--- config.mk ---
export PLATFORM = sky130hd
export DESIGN_NAME = freq_div_detector
export DESIGN_NICKNAME = d
export VERILOG_FILES = /design/src/rtl/freq_div_detector.sv
export SDC_FILE = /design/constraint.sdc
export NUM_CORES = 1
export LEC_CHECK = 0
export BUFFER_PORTS_ARGS = -buffer_cell sky130_fd_sc_hd__buf_2
export CORE_ASPECT_RATIO = 0.7
export CORE_MARGIN = 8
export CORE_UTILIZATION = 49
export CTS_CLUSTER_DIAMETER = 100
export DETAILED_ROUTE_END_ITERATION = 7
export PLACE_DENSITY = 0.65
export SLEW_MARGIN = 20
export SYNTH_ARGS = -nofsm -noshare
export SYNTH_HDL_FRONTEND = slang
export SYNTH_SLANG_ARGS = --single-unit
--- constraint.sdc ---
create_clock -name clk -period 3.4 [get_ports clk]
set_clock_uncertainty 0.05 [all_clocks]
set_input_delay 0.85 -clock clk [delete_from_list [all_inputs] [get_ports clk]]
set_output_delay 0.85 -clock clk [all_outputs]
set_load 0.05 [all_outputs]
--- src/rtl/freq_div_detector.sv ---
// rtl/freq_div_detector.sv - recovers divide value N from a square wave toggling every N+1 clk cycles
// Optional sticky lock-loss flag (ports err_sticky/clr_err) enabled by defining FDD_STICKY_ERR_EN.
module freq_div_detector #(
    parameter int WIDTH      = 6,
    parameter int LOCK_COUNT = 4
) (
    input  logic             clk,
    input  logic             reset,
    input  logic             sig_in,
`ifdef FDD_STICKY_ERR_EN
    input  logic             clr_err,
    output logic             err_sticky,
`endif
    output logic [WIDTH-1:0] div_value,
    output logic             div_valid,
    output logic             locked,
    output logic             no_signal
);
    localparam int            CW      = WIDTH + 1;
    localparam logic [CW-1:0] CNT_MAX = {CW{1'b1}};
    localparam logic [3:0]    LOCK_N  = 4'(LOCK_COUNT);

    typedef enum logic [1:0] {
        ST_IDLE,
        ST_MEASURE,
        ST_LOCKED
    } state_t;

    state_t           r_state;
    state_t           w_state_nx;
    logic             r_s1;
    logic             r_s2;
    logic             r_s3;
    logic             w_edge;
    logic [CW-1:0]    r_cnt;
    logic [WIDTH-1:0] r_div_value;
    logic [WIDTH-1:0] w_div_value_nx;
    logic             r_div_valid;
    logic             w_div_valid_nx;
    logic             r_locked;
    logic             w_locked_nx;
    logic             r_no_signal;
    logic             w_no_signal_nx;
    logic [3:0]       r_match_cnt;
    logic [3:0]       w_match_cnt_nx;
    logic [3:0]       w_match_inc;
    logic             w_in_range;
    logic             w_same;
    logic             w_timeout;

    // Both polarities of the synchronised input mark a half-period boundary.
    assign w_edge      = r_s2 ^ r_s3;
    assign w_in_range  = ~r_cnt[CW-1];
    assign w_same      = (r_cnt[WIDTH-1:0] == r_div_value);
    assign w_timeout   = ~w_edge && (r_cnt == CNT_MAX);
    assign w_match_inc = (w_same && (r_match_cnt != 4'd0)) ? r_match_cnt + 4'd1 : 4'd1;

    always_ff @(posedge clk or negedge reset) begin
        if (!reset) begin
            r_s1  <= 1'b0;
            r_s2  <= 1'b0;
            r_s3  <= 1'b0;
            r_cnt <= '0;
        end else begin
            r_s1 <= sig_in;
            r_s2 <= r_s1;
            r_s3 <= r_s2;
            if (w_edge) begin
                r_cnt <= '0;
            end else if (r_cnt != CNT_MAX) begin
                r_cnt <= r_cnt + 1'b1;
            end
        end
    end

    always_ff @(posedge clk or negedge reset) begin
        if (!reset) begin
            r_state     <= ST_IDLE;
            r_div_value <= '0;
            r_div_valid <= 1'b0;
            r_locked    <= 1'b0;
            r_no_signal <= 1'b1;
            r_match_cnt <= 4'd0;
        end else begin
            r_state     <= w_state_nx;
            r_div_value <= w_div_value_nx;
            r_div_valid <= w_div_valid_nx;
            r_locked    <= w_locked_nx;
            r_no_signal <= w_no_signal_nx;
            r_match_cnt <= w_match_cnt_nx;
        end
    end

    always_comb begin
        w_state_nx     = r_state;
        w_div_value_nx = r_div_value;
        w_div_valid_nx = 1'b0;
        w_locked_nx    = r_locked;
        w_no_signal_nx = r_no_signal;
        w_match_cnt_nx = r_match_cnt;
        case (r_state)
            ST_IDLE: begin
                // First edge only opens a window; the period before it is partial.
                if (w_edge) begin
                    w_state_nx     = ST_MEASURE;
                    w_no_signal_nx = 1'b0;
                    w_match_cnt_nx = 4'd0;
                end
            end
            ST_MEASURE, ST_LOCKED: begin
                if (w_edge && w_in_range) begin
                    w_div_valid_nx = 1'b1;
                    if (r_state == ST_LOCKED) begin
                        if (!w_same) begin
                            w_div_value_nx = r_cnt[WIDTH-1:0];
                            w_locked_nx    = 1'b0;
                            w_match_cnt_nx = 4'd1;
                            w_state_nx     = ST_MEASURE;
                        end
                    end else begin
                        w_div_value_nx = r_cnt[WIDTH-1:0];
                        w_match_cnt_nx = w_match_inc;
                        if (w_match_inc == LOCK_N) begin
                            w_state_nx  = ST_LOCKED;
                            w_locked_nx = 1'b1;
                        end
                    end
                end else if (w_edge) begin
                    w_locked_nx    = 1'b0;
                    w_match_cnt_nx = 4'd0;
                    w_state_nx     = ST_MEASURE;
                end else if (w_timeout) begin
                    w_locked_nx    = 1'b0;
                    w_no_signal_nx = 1'b1;
                    w_state_nx     = ST_IDLE;
                end
            end
            default: begin
                w_state_nx = ST_IDLE;
            end
        endcase
    end

`ifdef FDD_STICKY_ERR_EN
    logic r_err_sticky;
    logic w_lock_exit;

    // Every way out of LOCKED (mismatch, out of range, timeout) counts as a lock loss.
    assign w_lock_exit = (r_state == ST_LOCKED) && (w_state_nx != ST_LOCKED);

    always_ff @(posedge clk or negedge reset) begin
        if (!reset) begin
            r_err_sticky <= 1'b0;
        end else if (w_lock_exit) begin
            r_err_sticky <= 1'b1;
        end else if (clr_err) begin
            r_err_sticky <= 1'b0;
        end
    end

    assign err_sticky = r_err_sticky;
`endif

    assign div_value = r_div_value;
    assign div_valid = r_div_valid;
    assign locked    = r_locked;
    assign no_signal = r_no_signal;

endmodule

Word level (Yosys, flattened, before mapping)
Cells that the tools add are included.
- bits in registers: 25
- output and inout bits: 9
- bits of input ports: 3
- logic and storage cells: 76
- eq/ne operators: 16
- $add $sub $neg: 2
- reductions and logical operators: 14
- bitwise operators: 3
- muxes and demuxes: 31
- operator list (operator ; count):
    two-way mux 4 bit ; 5
    two-way mux 2 bit ; 7
    two-way mux 7 bit ; 2
    two-way mux 1 bit ; 12
    two-way mux 6 bit ; 2
    != test 4 bit (second input constant) ; 3
    != test 2 bit (second input constant) ; 5
    one-hot mux 4 bit (2 select lines) ; 1
    AND reduction 4 bit ; 2
    adder 7 x 1 -> 7 bit (second input constant) ; 1
    equality test 7 bit (second input constant) ; 1
    != test 7 bit (second input constant) ; 1
    equality test 6 bit ; 1
    AND reduction 5 bit ; 1
    adder 4 x 1 -> 4 bit (second input constant) ; 1
    equality test 4 x 3 -> 1 bit (second input constant) ; 1
    one-hot mux 2 bit (2 select lines) ; 1
    nonzero test 2 bit ; 2
    nonzero test 4 bit ; 1
    logical AND 1 bit ; 3
    != test 3 x 1 -> 1 bit (second input constant) ; 1
    != test 3 bit (second input constant) ; 1
    AND reduction 3 bit ; 1
    nonzero test 3 bit ; 1
    8 further kinds ; 9

Logic depth before layout (Yosys ltp)
Gate-level depths: netlist of run 1.
- word-level depth: 8
- depth in mapped cells: 8
- mapped depth without buffers: 7

Worst setup path after synthesis of run 1
Ideal clock, no wire load.
- path kind: reg2reg
- from: reg r_match_cnt[0]
- to: reg r_state[0]
- required time: 3.225 ns
- buffers on the path: 0
- library setup time: 0.125 ns
- slack: 1.189 ns
- cell stages (with the launch flop): 7
- clock period less this slack: 2.211 ns
- arrival time: 2.036 ns
- cells stage by stage: dfrtp_1 -> ha_1 -> or4b_1 -> a311o_1 -> nor3_4 -> o211ai_2 -> mux2_4
- cells in the longest elaborated chain, start to end: 6
- elaborated cells between the ends (all ways): 7
- classes of those cells: add/sub (1); eq/ne (2); mux (1); reduce/logical (3)
- RTL lines (element ; line ; text):
    start: declaration ; 44 ; logic [3:0] r_match_cnt;
    start signal: assignment ; 90 ; r_match_cnt <= w_match_cnt_nx;
    branches (longest 2 deep; another with adder 4 x 1 -> 4 bit) ; - ;
    two-way mux 4 bit * ; 56 ; assign w_match_inc = (w_same && (r_match_cnt != 4'd0)) ? r_match_cnt + 4'd1 : 4'd1;
    equality test 4 x 3 -> 1 bit * ; 123 ; if (w_match_inc == LOCK_N) begin
    != test 4 bit (no source line) * ; - ;
    AND reduction 4 bit (no source line) * ; - ;
    end signal: assignment ; 85 ; r_state <= w_state_nx;
    end: declaration ; 29 ; state_t r_state;
Mark *: on every way between the ends.
A chain may end at the register's enable or synchronous reset.

Worst setup path after layout of run 1
Same ends and word-level chain as after synthesis.

==> flow_metrics.env, run 1 <==
export IMPL_status="finished, final reports clean"
export IMPL_grt_max_degree=26
export IMPL_max_freq_ghz=0.426
export IMPL_synth_fp_nets=135
export IMPL_drt_total_wl_mm=2.67
export IMPL_synth_area_leaders="dfrtp_1, ha_1, mux2_2, xnor2_1, a31oi_1"
export IMPL_grtUsageMet2_pct=19.6
export IMPL_dp_hpwl_mm=2.01
export IMPL_setup_tns_ns=0
export IMPL_ys_flop_type="dfrtp_1"
export IMPL_cts_resized=0
export IMPL_grt_overflow=0
export IMPL_grt_util_met1_pct=16.6
export IMPL_clkTransAtPathRegs_ns=0.09
export IMPL_r2r_cells=6
export IMPL_gr_usage_all_layers_pct=12.4
export IMPL_layout_nets=149
export IMPL_drt_iter0_drc=54
export IMPL_drc=0
export IMPL_die_h_um=60.3
export IMPL_synth_area_leader_cell="dfrtp_1"
export IMPL_hold_class="reg -> reg"
export IMPL_globalplace_congestion=0.808
export IMPL_synth_edf_count=0
export IMPL_wl_per_cell_um=15.3
export IMPL_worstMarginPinSlew_ns=0.610
export IMPL_arrival_ns=2.45
export IMPL_cts_tree="built"
export IMPL_yosysTopAreaCellShare_pct=43.7
export IMPL_grt_pass1_vias=1016
export IMPL_r2r_slack_ns=1.05
export IMPL_layout_common_cells="dfrtp_1, buf_2, nand2_1, nor2_1"
export IMPL_fill_cells=234
export IMPL_vias=1010
export IMPL_stdcell_area_um2=1510
export IMPL_path_class="reg -> reg"
export IMPL_placed_area_um2=1470
export IMPL_clk_latency_ns=0.27
export IMPL_grt_busiest_layer="met2"
export IMPL_crit_fanout=6
export IMPL_core_area_um2=2740
export IMPL_hold_buffers=0
export IMPL_hold_viol_final=0
export IMPL_crit_path_end_kind="register"
export IMPL_yosysWarnings=0
export IMPL_instances_no_fill=174
export IMPL_final_antenna_net_count=0
export IMPL_synth_seq_cells=25
export IMPL_postCtsSetupBuffers=0
export IMPL_r2r_start="r_match_cnt[0]$_DFFE_PN0P_"
export IMPL_ir_drop_v=0.000345
export IMPL_synth_seq_area_share_pct=45.6
export IMPL_grt_pass1_wl_mm=4.71
export IMPL_syn_area_um2=1380
export IMPL_firstDrtPassIters=4
export IMPL_numCtsBuffers=3
export IMPL_holdWs_ns=0.309
export IMPL_reg2reg_to="r_state[0]$_DFFE_PN0P_"
export IMPL_cp_endpoint="r_state[0]$_DFFE_PN0P_"
export IMPL_dp_cells=170
export IMPL_final_min_clock_period_ns=2.35
export IMPL_syn_inst=125
export IMPL_fin_crit_sh_pct=69.0
export IMPL_path_depth=6
export IMPL_cts_sinks=25
export IMPL_layout_commonest_cell="dfrtp_1"
export IMPL_die_area_um2=4780
export IMPL_critPathLaunchType="register"
export IMPL_power_per_cell_area_nw_per_um2=591
export IMPL_drt_vias_per_instance=5.80
export IMPL_path_buf_inv=0
export IMPL_cts_buffer_depth=2
export IMPL_row_count=16
export IMPL_io_buffers=11
export IMPL_path_delay_family="simple AND/OR/NAND/NOR gates"
export IMPL_slowest_delay_ns=0.52
export IMPL_async_flop_share_pct=100
export IMPL_final_util_pct=55.1
export IMPL_antenna_found_initial=0
export IMPL_drv_cap=0
export IMPL_grt_util_met3_pct=3.60
export IMPL_crit_chain="ha_1, or4b_1, a311o_1, nor3_4, o211ai_2, mux2_4"
export IMPL_startpoint="r_match_cnt[0]$_DFFE_PN0P_"
export IMPL_htreeDepth=1
export IMPL_start_util_pct=50.1
export IMPL_ios=12
export IMPL_root_buffer="clkbuf_8"
export IMPL_yosysUniqueCellTypes=45
export IMPL_crit_slowest_cell="or4b_1"
export IMPL_drive_above_1_share_pct=23.2
export IMPL_leakagePower_nw=0.706
export IMPL_avgSynthCellArea_um2=11.0
export IMPL_final_max_slew_violation_count=0
export IMPL_slew_headroom_pct=59.2
export IMPL_finalSetupViolCount=0
export IMPL_crit_required_ns=3.51
export IMPL_num_antenna_cells=0
export IMPL_rsz0062_at_grt="no"
export IMPL_die_w_um=79.3
export IMPL_syn_to_final_growth_pct=9.92
flip-flops by register name, indices dropped and copies added, names as in the netlist, 2 cells and up:
register / count
r_match_cnt: 4
r_cnt: 7
r_state: 2
div_value: 6
cell usage after synthesis (2+ instances only):
| cell | n |
|---|---|
| o21ai_0 | 5 |
| buf_2 | 2 |
| and3_1 | 3 |
| a22o_1 | 3 |
| nand4_1 | 2 |
| nor2_1 | 8 |
| nand2_1 | 8 |
| inv_1 | 5 |
| nor3_1 | 4 |
| xor2_1 | 2 |
| dfrtp_1 | 24 |
| a31oi_1 | 7 |
| xnor2_1 | 6 |
| mux2_2 | 6 |
| nand3_1 | 2 |
| o31ai_1 | 2 |
| a21oi_1 | 2 |
| ha_1 | 7 |
where the power goes:
group / internal, mW / total, mW / leakage (nW) / switching (mW)
clock: 0.0820 / 0.174 / 0.0255 / 0.0920
sequential: 0.336 / 0.379 / 0.329 / 0.0430
combinational: 0.130 / 0.340 / 0.351 / 0.210
total: 0.547 / 0.893 / 0.706 / 0.345
metal layers:
layer	routed length (µm)	part of all wire, %
met2	1150	43
met1	1310	49
met5	0	0
met3	204	7.6
met4	10	0.37
metrics by stage:
stage	worst slack, ns	power (mW)
after floorplan	1.19	0.646
after global placement	1.13	0.716
after detailed placement	1.07	0.723
after CTS	1.06	0.900
after global routing	0.960	0.949
final	1.05	0.893
kinds of logic after synthesis:
kind of cell	share of synthesized area, %
muxes	6.00
xor gates and xnor gates	7.46
and+or+nand+nor	17.7
DFF	45.6
AOI/OAI and AO/OA	14.8
buffers and inverters	2.09
adders and majority gates	6.37
worst min-delay path by stage:
stage                               from              to  slack [ns]  cells past startpoint
after global routing      r_s1$_DFF_PN0_  r_s2$_DFF_PN0_        0.32                      0
final                     r_s1$_DFF_PN0_  r_s2$_DFF_PN0_        0.31                      0
after global placement    r_s1$_DFF_PN0_  r_s2$_DFF_PN0_        0.29                      0
after floorplan           r_s1$_DFF_PN0_  r_s2$_DFF_PN0_        0.28                      0
after detailed placement  r_s1$_DFF_PN0_  r_s2$_DFF_PN0_        0.29                      0
after CTS                 r_s1$_DFF_PN0_  r_s2$_DFF_PN0_        0.31                      0
cell type report:
type / count / area [µm²] / area share [%]
Clock buffer: 3 / 41.3 / 2.73
Clock inverter: 1 / 5.00 / 0.331
Inverter: 5 / 18.8 / 1.24
Multi-Input combinational cell: 93 / 719 / 47.6
Sequential cell: 25 / 627 / 41.5
Tap cell: 36 / 45.0 / 2.98
Timing Repair Buffer: 11 / 55.1 / 3.64
Note: power is estimated with default switching activity, not from simulation.
==> run 2, diff against run 1 <==
==> constraint.sdc (replaced) <==
create_clock -name clk -period 2.2 [get_ports clk]
set_clock_uncertainty 0.05 [all_clocks]
set_input_delay 0.55 -clock clk [delete_from_list [all_inputs] [get_ports clk]]
set_output_delay 0.55 -clock clk [all_outputs]
set_load 0.05 [all_outputs]
==> run 2 against run 1 <==
Net effect: clock power increased by 54%; global-route usage increased by 1.1 points; cell count increased by 6.9%; clock-buffer cell count unchanged; non-clock buffer count increased by 12; highest routed layer unchanged; largest power group is now combinational cells.
==> flow_metrics.env, run 2 (synthesis gave the netlist of run 1 again) <==
export IMPL_firstDrtPassIters=4
export IMPL_layout_commonest_cell="dfrtp_1"
export IMPL_worstMarginPinSlew_ns=0.624
export IMPL_crit_required_ns=2.31
export IMPL_status="finished, final reports clean"
export IMPL_clkPwrFrac_pct=18.8
export IMPL_layout_nets=161
export IMPL_crit_fanout=5
export IMPL_antenna_found_initial=0
export IMPL_hold_viol_final=0
export IMPL_dp_cells=180
export IMPL_largest_register="r_cnt"
export IMPL_grt_overflow=0
export IMPL_final_max_slew_violation_count=0
export IMPL_core_area_um2=2740
export IMPL_reg2reg_to="r_state[0]$_DFFE_PN0P_"
export IMPL_critPathLaunchType="register"
export IMPL_r2r_start="r_match_cnt[1]$_DFFE_PN0P_"
export IMPL_numCtsBuffers=3
export IMPL_grt_max_degree=26
export IMPL_drv_cap=0
export IMPL_crit_slowest_cell="or4b_1"
export IMPL_slowest_delay_ns=0.51
export IMPL_holdWs_ns=0.208
export IMPL_vias=1079
export IMPL_hold_class="in -> async"
export IMPL_gr_usage_all_layers_pct=13.6
export IMPL_seqPwrFrac_pct=39.9
export IMPL_slew_headroom_pct=58.2
export IMPL_die_w_um=79.3
export IMPL_finalSetupViolCount=0
export IMPL_setup_tns_ns=0
export IMPL_drive_above_1_share_pct=30.0
export IMPL_globalplace_congestion=0.802
export IMPL_path_class="reg -> reg"
export IMPL_r2r_cells=6
export IMPL_syn_to_final_growth_pct=17.1
export IMPL_drt_iter0_drc=88
export IMPL_drt_vias_per_instance=5.80
export IMPL_largest_reg_flops=7
export IMPL_clk_latency_ns=0.27
export IMPL_ios=12
export IMPL_drc=0
export IMPL_final_util_pct=58.7
export IMPL_cts_sinks=25
export IMPL_rsz0062_at_grt="yes"
export IMPL_io_buffers=11
export IMPL_path_delay_family="simple AND/OR/NAND/NOR gates"
export IMPL_ir_drop_v=0.000518
export IMPL_arrival_ns=2.28
export IMPL_p_int_mw=0.876
export IMPL_r2r_slack_ns=0.03
export IMPL_final_min_clock_period_ns=2.17
export IMPL_root_buffer="clkbuf_8"
export IMPL_fin_crit_sh_pct=98.6
export IMPL_switching_share_pct=38.7
export IMPL_grt_pass1_wl_mm=5.04
export IMPL_seqCellArea_um2=627
export IMPL_cts_tree="built"
export IMPL_grt_pass1_vias=1036
export IMPL_row_count=16
export IMPL_placed_area_um2=1540
export IMPL_finalPower_mw=1.43
export IMPL_crit_chain="buf_4, or4b_1, a311o_1, nor3_4, o211ai_2, mux2_4"
export IMPL_path_buf_inv=1
export IMPL_fill_cells=230
export IMPL_instances_no_fill=186
export IMPL_die_h_um=60.3
export IMPL_start_util_pct=50.1
export IMPL_max_freq_ghz=0.461
export IMPL_multi_input_area_um2=724
export IMPL_die_area_um2=4780
export IMPL_cts_buffer_depth=2
export IMPL_drt_total_wl_mm=2.97
export IMPL_clkTransAtPathRegs_ns=0.09
export IMPL_dp_hpwl_mm=2.28
export IMPL_setup_ws_ns=0.0308
export IMPL_num_antenna_cells=0
export IMPL_p_sw_mw=0.552
export IMPL_hold_buffers=0
export IMPL_crit_path_end_kind="register"
export IMPL_pre_cts_ws_ns=0.0243
export IMPL_htreeDepth=1
export IMPL_wl_per_cell_um=16.0
export IMPL_power_per_cell_area_nw_per_um2=887
export IMPL_layout_common_cells="dfrtp_1, buf_2, buf_4"
export IMPL_final_antenna_net_count=0
export IMPL_pwr_share_comb_pct=41.3
export IMPL_stdcell_area_um2=1610
export IMPL_leakagePower_nw=0.770
## run 2: layout make-up
class / count / share of cell area, %
timing repair buffer: 23 / 9.25
clock inverter: 1 / 0.311
clock buffer: 3 / 2.56
tap: 36 / 2.80
multi-input combinational: 93 / 45.0
inverter: 5 / 1.17
sequential: 25 / 38.9
## run 2: timing repair
item                       in CTS  in global routing
resized for setup               0                  2
setup endpoints to repair       0                  1
buffers inserted                0                  2
## run 2: worst max path at each step
stage	startpoint	to	slack, ns	cells after the start
final	r_match_cnt[1]$_DFFE_PN0P_	r_state[0]$_DFFE_PN0P_	0.03	6
after global routing	r_match_cnt[1]$_DFFE_PN0P_	r_state[0]$_DFFE_PN0P_	-0.04	7
after CTS	r_match_cnt[1]$_DFFE_PN0P_	r_state[0]$_DFFE_PN0P_	0.01	6
after detailed placement	r_match_cnt[1]$_DFFE_PN0P_	r_state[0]$_DFFE_PN0P_	0.02	6
after global placement	r_match_cnt[0]$_DFFE_PN0P_	r_state[0]$_DFFE_PN0P_	0.05	6
after floorplan	r_match_cnt[0]$_DFFE_PN0P_	r_state[0]$_DFFE_PN0P_	0.02	6
## run 2: routing by layer
metal	GRT usage, %	wire, µm	vias to the layer above
li1	-	-	513
met1	18.1	1410	535
met2	20.5	1320	29
met3	5.11	221	2
met4	2.62	13	0
met5	0	0	-
## run 2: power by group through the flow
| stage | Combinational, mW | Clock, mW | Sequential, mW |
|---|---|---|---|
| floorplan | 0.320 | 0 | 0.679 |
| global placement | 0.566 | 0 | 0.573 |
| detailed placement | 0.582 | 0 | 0.581 |
| CTS | 0.585 | 0.275 | 0.572 |
| global route | 0.637 | 0.293 | 0.583 |
| finish | 0.590 | 0.268 | 0.570 |
==> run 3, diff against run 2 <==
--- a/config.mk
+++ b/config.mk
@@ -7,7 +7,6 @@
 export LEC_CHECK = 0
 export BUFFER_PORTS_ARGS = -buffer_cell sky130_fd_sc_hd__buf_2
 export CORE_ASPECT_RATIO = 0.7
-export CORE_MARGIN = 8
 export CORE_UTILIZATION = 49
 export CTS_CLUSTER_DIAMETER = 100
 export DETAILED_ROUTE_END_ITERATION = 7
==> run 3 against run 2 <==
Net effect: sequential share of layout area is 0.061 points higher; register-to-register slack better by 0.03 ns; hold slack lost 0.013 ns; first-iteration DRC count is 10% lower; cell count is 1.1% lower; die area shrank 37%; clock-buffer cell count did not move; sequential power hardly changed; total power increased by 0.86%; critical path depth is 1 higher; non-clock buffer count unchanged; clock power up 4%.
==> flow_metrics.env, run 3 (synthesis gave the netlist of run 1 again) <==
export IMPL_critPathLaunchType="register"
export IMPL_setup_ws_ns=0.0619
export IMPL_firstDrtPassIters=4
export IMPL_drt_total_wl_mm=2.81
export IMPL_antenna_found_initial=0
export IMPL_die_area_um2=3030
export IMPL_row_count=15
export IMPL_layout_common_cells="dfrtp_1, buf_2, buf_4"
export IMPL_clkTransAtPathRegs_ns=0.09
export IMPL_r2r_cells=7
export IMPL_arrival_ns=2.25
export IMPL_htreeDepth=1
export IMPL_fin_crit_sh_pct=97.2
export IMPL_clk_latency_ns=0.28
export IMPL_gr_usage_all_layers_pct=21.7
export IMPL_numCtsBuffers=3
export IMPL_grt_pass1_wl_mm=4.70
export IMPL_cts_sinks=25
export IMPL_layout_commonest_cell="dfrtp_1"
export IMPL_crit_fanout=4
export IMPL_drive_above_1_share_pct=30.0
export IMPL_finalSetupViolCount=0
export IMPL_crit_path_end_kind="register"
export IMPL_cts_buffer_depth=2
export IMPL_status="finished, final reports clean"
export IMPL_core_area_um2=2550
export IMPL_slowest_delay_ns=0.36
export IMPL_final_antenna_net_count=0
export IMPL_path_buf_inv=1
export IMPL_power_per_cell_area_nw_per_um2=896
export IMPL_syn_to_final_growth_pct=16.9
export IMPL_wl_met2_mm=1.21
export IMPL_grt_pass1_vias=1022
export IMPL_die_h_um=46.3
export IMPL_crit_slowest_cell="dfrtp_1"
export IMPL_ios=12
export IMPL_num_antenna_cells=0
export IMPL_leakagePower_nw=0.770
export IMPL_dr_wl_met3_um=202
export IMPL_drv_cap=0
export IMPL_largest_reg_flops=7
export IMPL_crit_chain="ha_2, buf_6, or3b_4, a311o_1, nor3_4, o211ai_2, mux2_4"
export IMPL_wl_per_cell_um=15.2
export IMPL_drc=0
export IMPL_rsz0062_at_grt="yes"
export IMPL_dp_cells=178
export IMPL_ir_drop_v=0.000549
export IMPL_r2r_start="r_match_cnt[0]$_DFFE_PN0P_"
export IMPL_largest_register="r_cnt"
export IMPL_hold_viol_final=0
export IMPL_start_util_pct=53.9
export IMPL_drt_vias_per_instance=5.91
export IMPL_root_buffer="clkbuf_8"
export IMPL_path_delay_family="simple AND/OR/NAND/NOR gates"
export IMPL_io_buffers=11
export IMPL_hold_class="in -> async"
export IMPL_fill_cells=221
export IMPL_highest_layer="met4"
export IMPL_vias=1087
export IMPL_slew_headroom_pct=57.5
export IMPL_dp_hpwl_mm=2.09
export IMPL_final_max_slew_violation_count=0
export IMPL_max_freq_ghz=0.468
export IMPL_worstMarginPinSlew_ns=0.635
export IMPL_cts_tree="built"
export IMPL_reg2reg_to="r_state[0]$_DFFE_PN0P_"
export IMPL_r2r_slack_ns=0.06
export IMPL_instances_no_fill=184
export IMPL_layout_nets=161
export IMPL_die_w_um=65.3
export IMPL_wl_met1_mm=1.38
export IMPL_globalplace_congestion=0.799
export IMPL_grt_max_degree=26
export IMPL_grt_overflow=0
export IMPL_finalPower_mw=1.44
export IMPL_pre_cts_ws_ns=-0.0160
export IMPL_crit_required_ns=2.31
export IMPL_path_class="reg -> reg"
export IMPL_drt_iter0_drc=79
export IMPL_final_min_clock_period_ns=2.14
[run 3: cell counts in the layout (fill, tap and decap cells not counted)]
Identical to the previous run, type by type.
[run 3: per-layer routing]
layer,vias up,track usage [%]
met1,533,31.7
met5,-,0
met2,40,30.5
met3,2,6.68
met4,0,6.96
li1,512,-
[run 3: worst max-delay path by stage]
stage,from,endpoint,slack [ns],cells after the start
2_1_floorplan,r_match_cnt[0]$_DFFE_PN0P_,r_state[0]$_DFFE_PN0P_,0.02,6
3_3_place_gp,r_match_cnt[0]$_DFFE_PN0P_,r_state[0]$_DFFE_PN0P_,0.05,6
4_1_cts,r_match_cnt[0]$_DFFE_PN0P_,r_state[0]$_DFFE_PN0P_,0.02,7
3_5_place_dp,r_match_cnt[0]$_DFFE_PN0P_,r_state[0]$_DFFE_PN0P_,-0.02,6
5_1_grt,r_match_cnt[1]$_DFFE_PN0P_,r_state[0]$_DFFE_PN0P_,-0.03,6
6_report,r_match_cnt[0]$_DFFE_PN0P_,r_state[0]$_DFFE_PN0P_,0.06,7
[run 3: worst reg2reg max path, cell delays in order, from the launching register on]
cell and delay (ns):
dfrtp_1 0.36, ha_2 0.19, buf_6 0.10, or3b_4 0.36, a311o_1 0.36, nor3_4 0.16
o211ai_2 0.13, mux2_4 0.32
[run 3: area by class of cell]
type / instances / area, µm² / share of cell area (%)
clock inverter: 1 / 5.00 / 0.311
clock buffer: 3 / 41.3 / 2.57
sequential: 25 / 627 / 39.0
multi-input combinational: 93 / 724 / 45.1
inverter: 5 / 18.8 / 1.17
tap: 34 / 42.5 / 2.65
timing repair buffer: 23 / 149 / 9.26
[run 3: through the flow]
| stage | setup TNS [ns] | hold WS [ns] | cell area, µm² | utilization, % |
|---|---|---|---|---|
| floorplan | 0 | 0.204 | 1380 | - |
| global placement | 0 | 0.282 | 1540 | 60.3 |
| detailed placement | -0.0160 | 0.287 | 1540 | 60.3 |
| CTS | 0 | 0.220 | 1610 | 63.0 |
| global route | -0.0462 | 0.246 | 1610 | 63.0 |
| finish | 0 | 0.195 | 1610 | 63.0 |
[run 3: power by group]
part	switching (mW)	leakage (nW)	internal, mW
Clock	0.151	0.0255	0.127
Combinational	0.356	0.416	0.239
Sequential	0.0487	0.329	0.519
[run 3: what timing repair did]
item,in CTS,in global routing
setup buffers,2,0
endpoints found under the setup margin,1,4
pin swaps,5,2
resized for setup,2,0
hold buffers,0,0
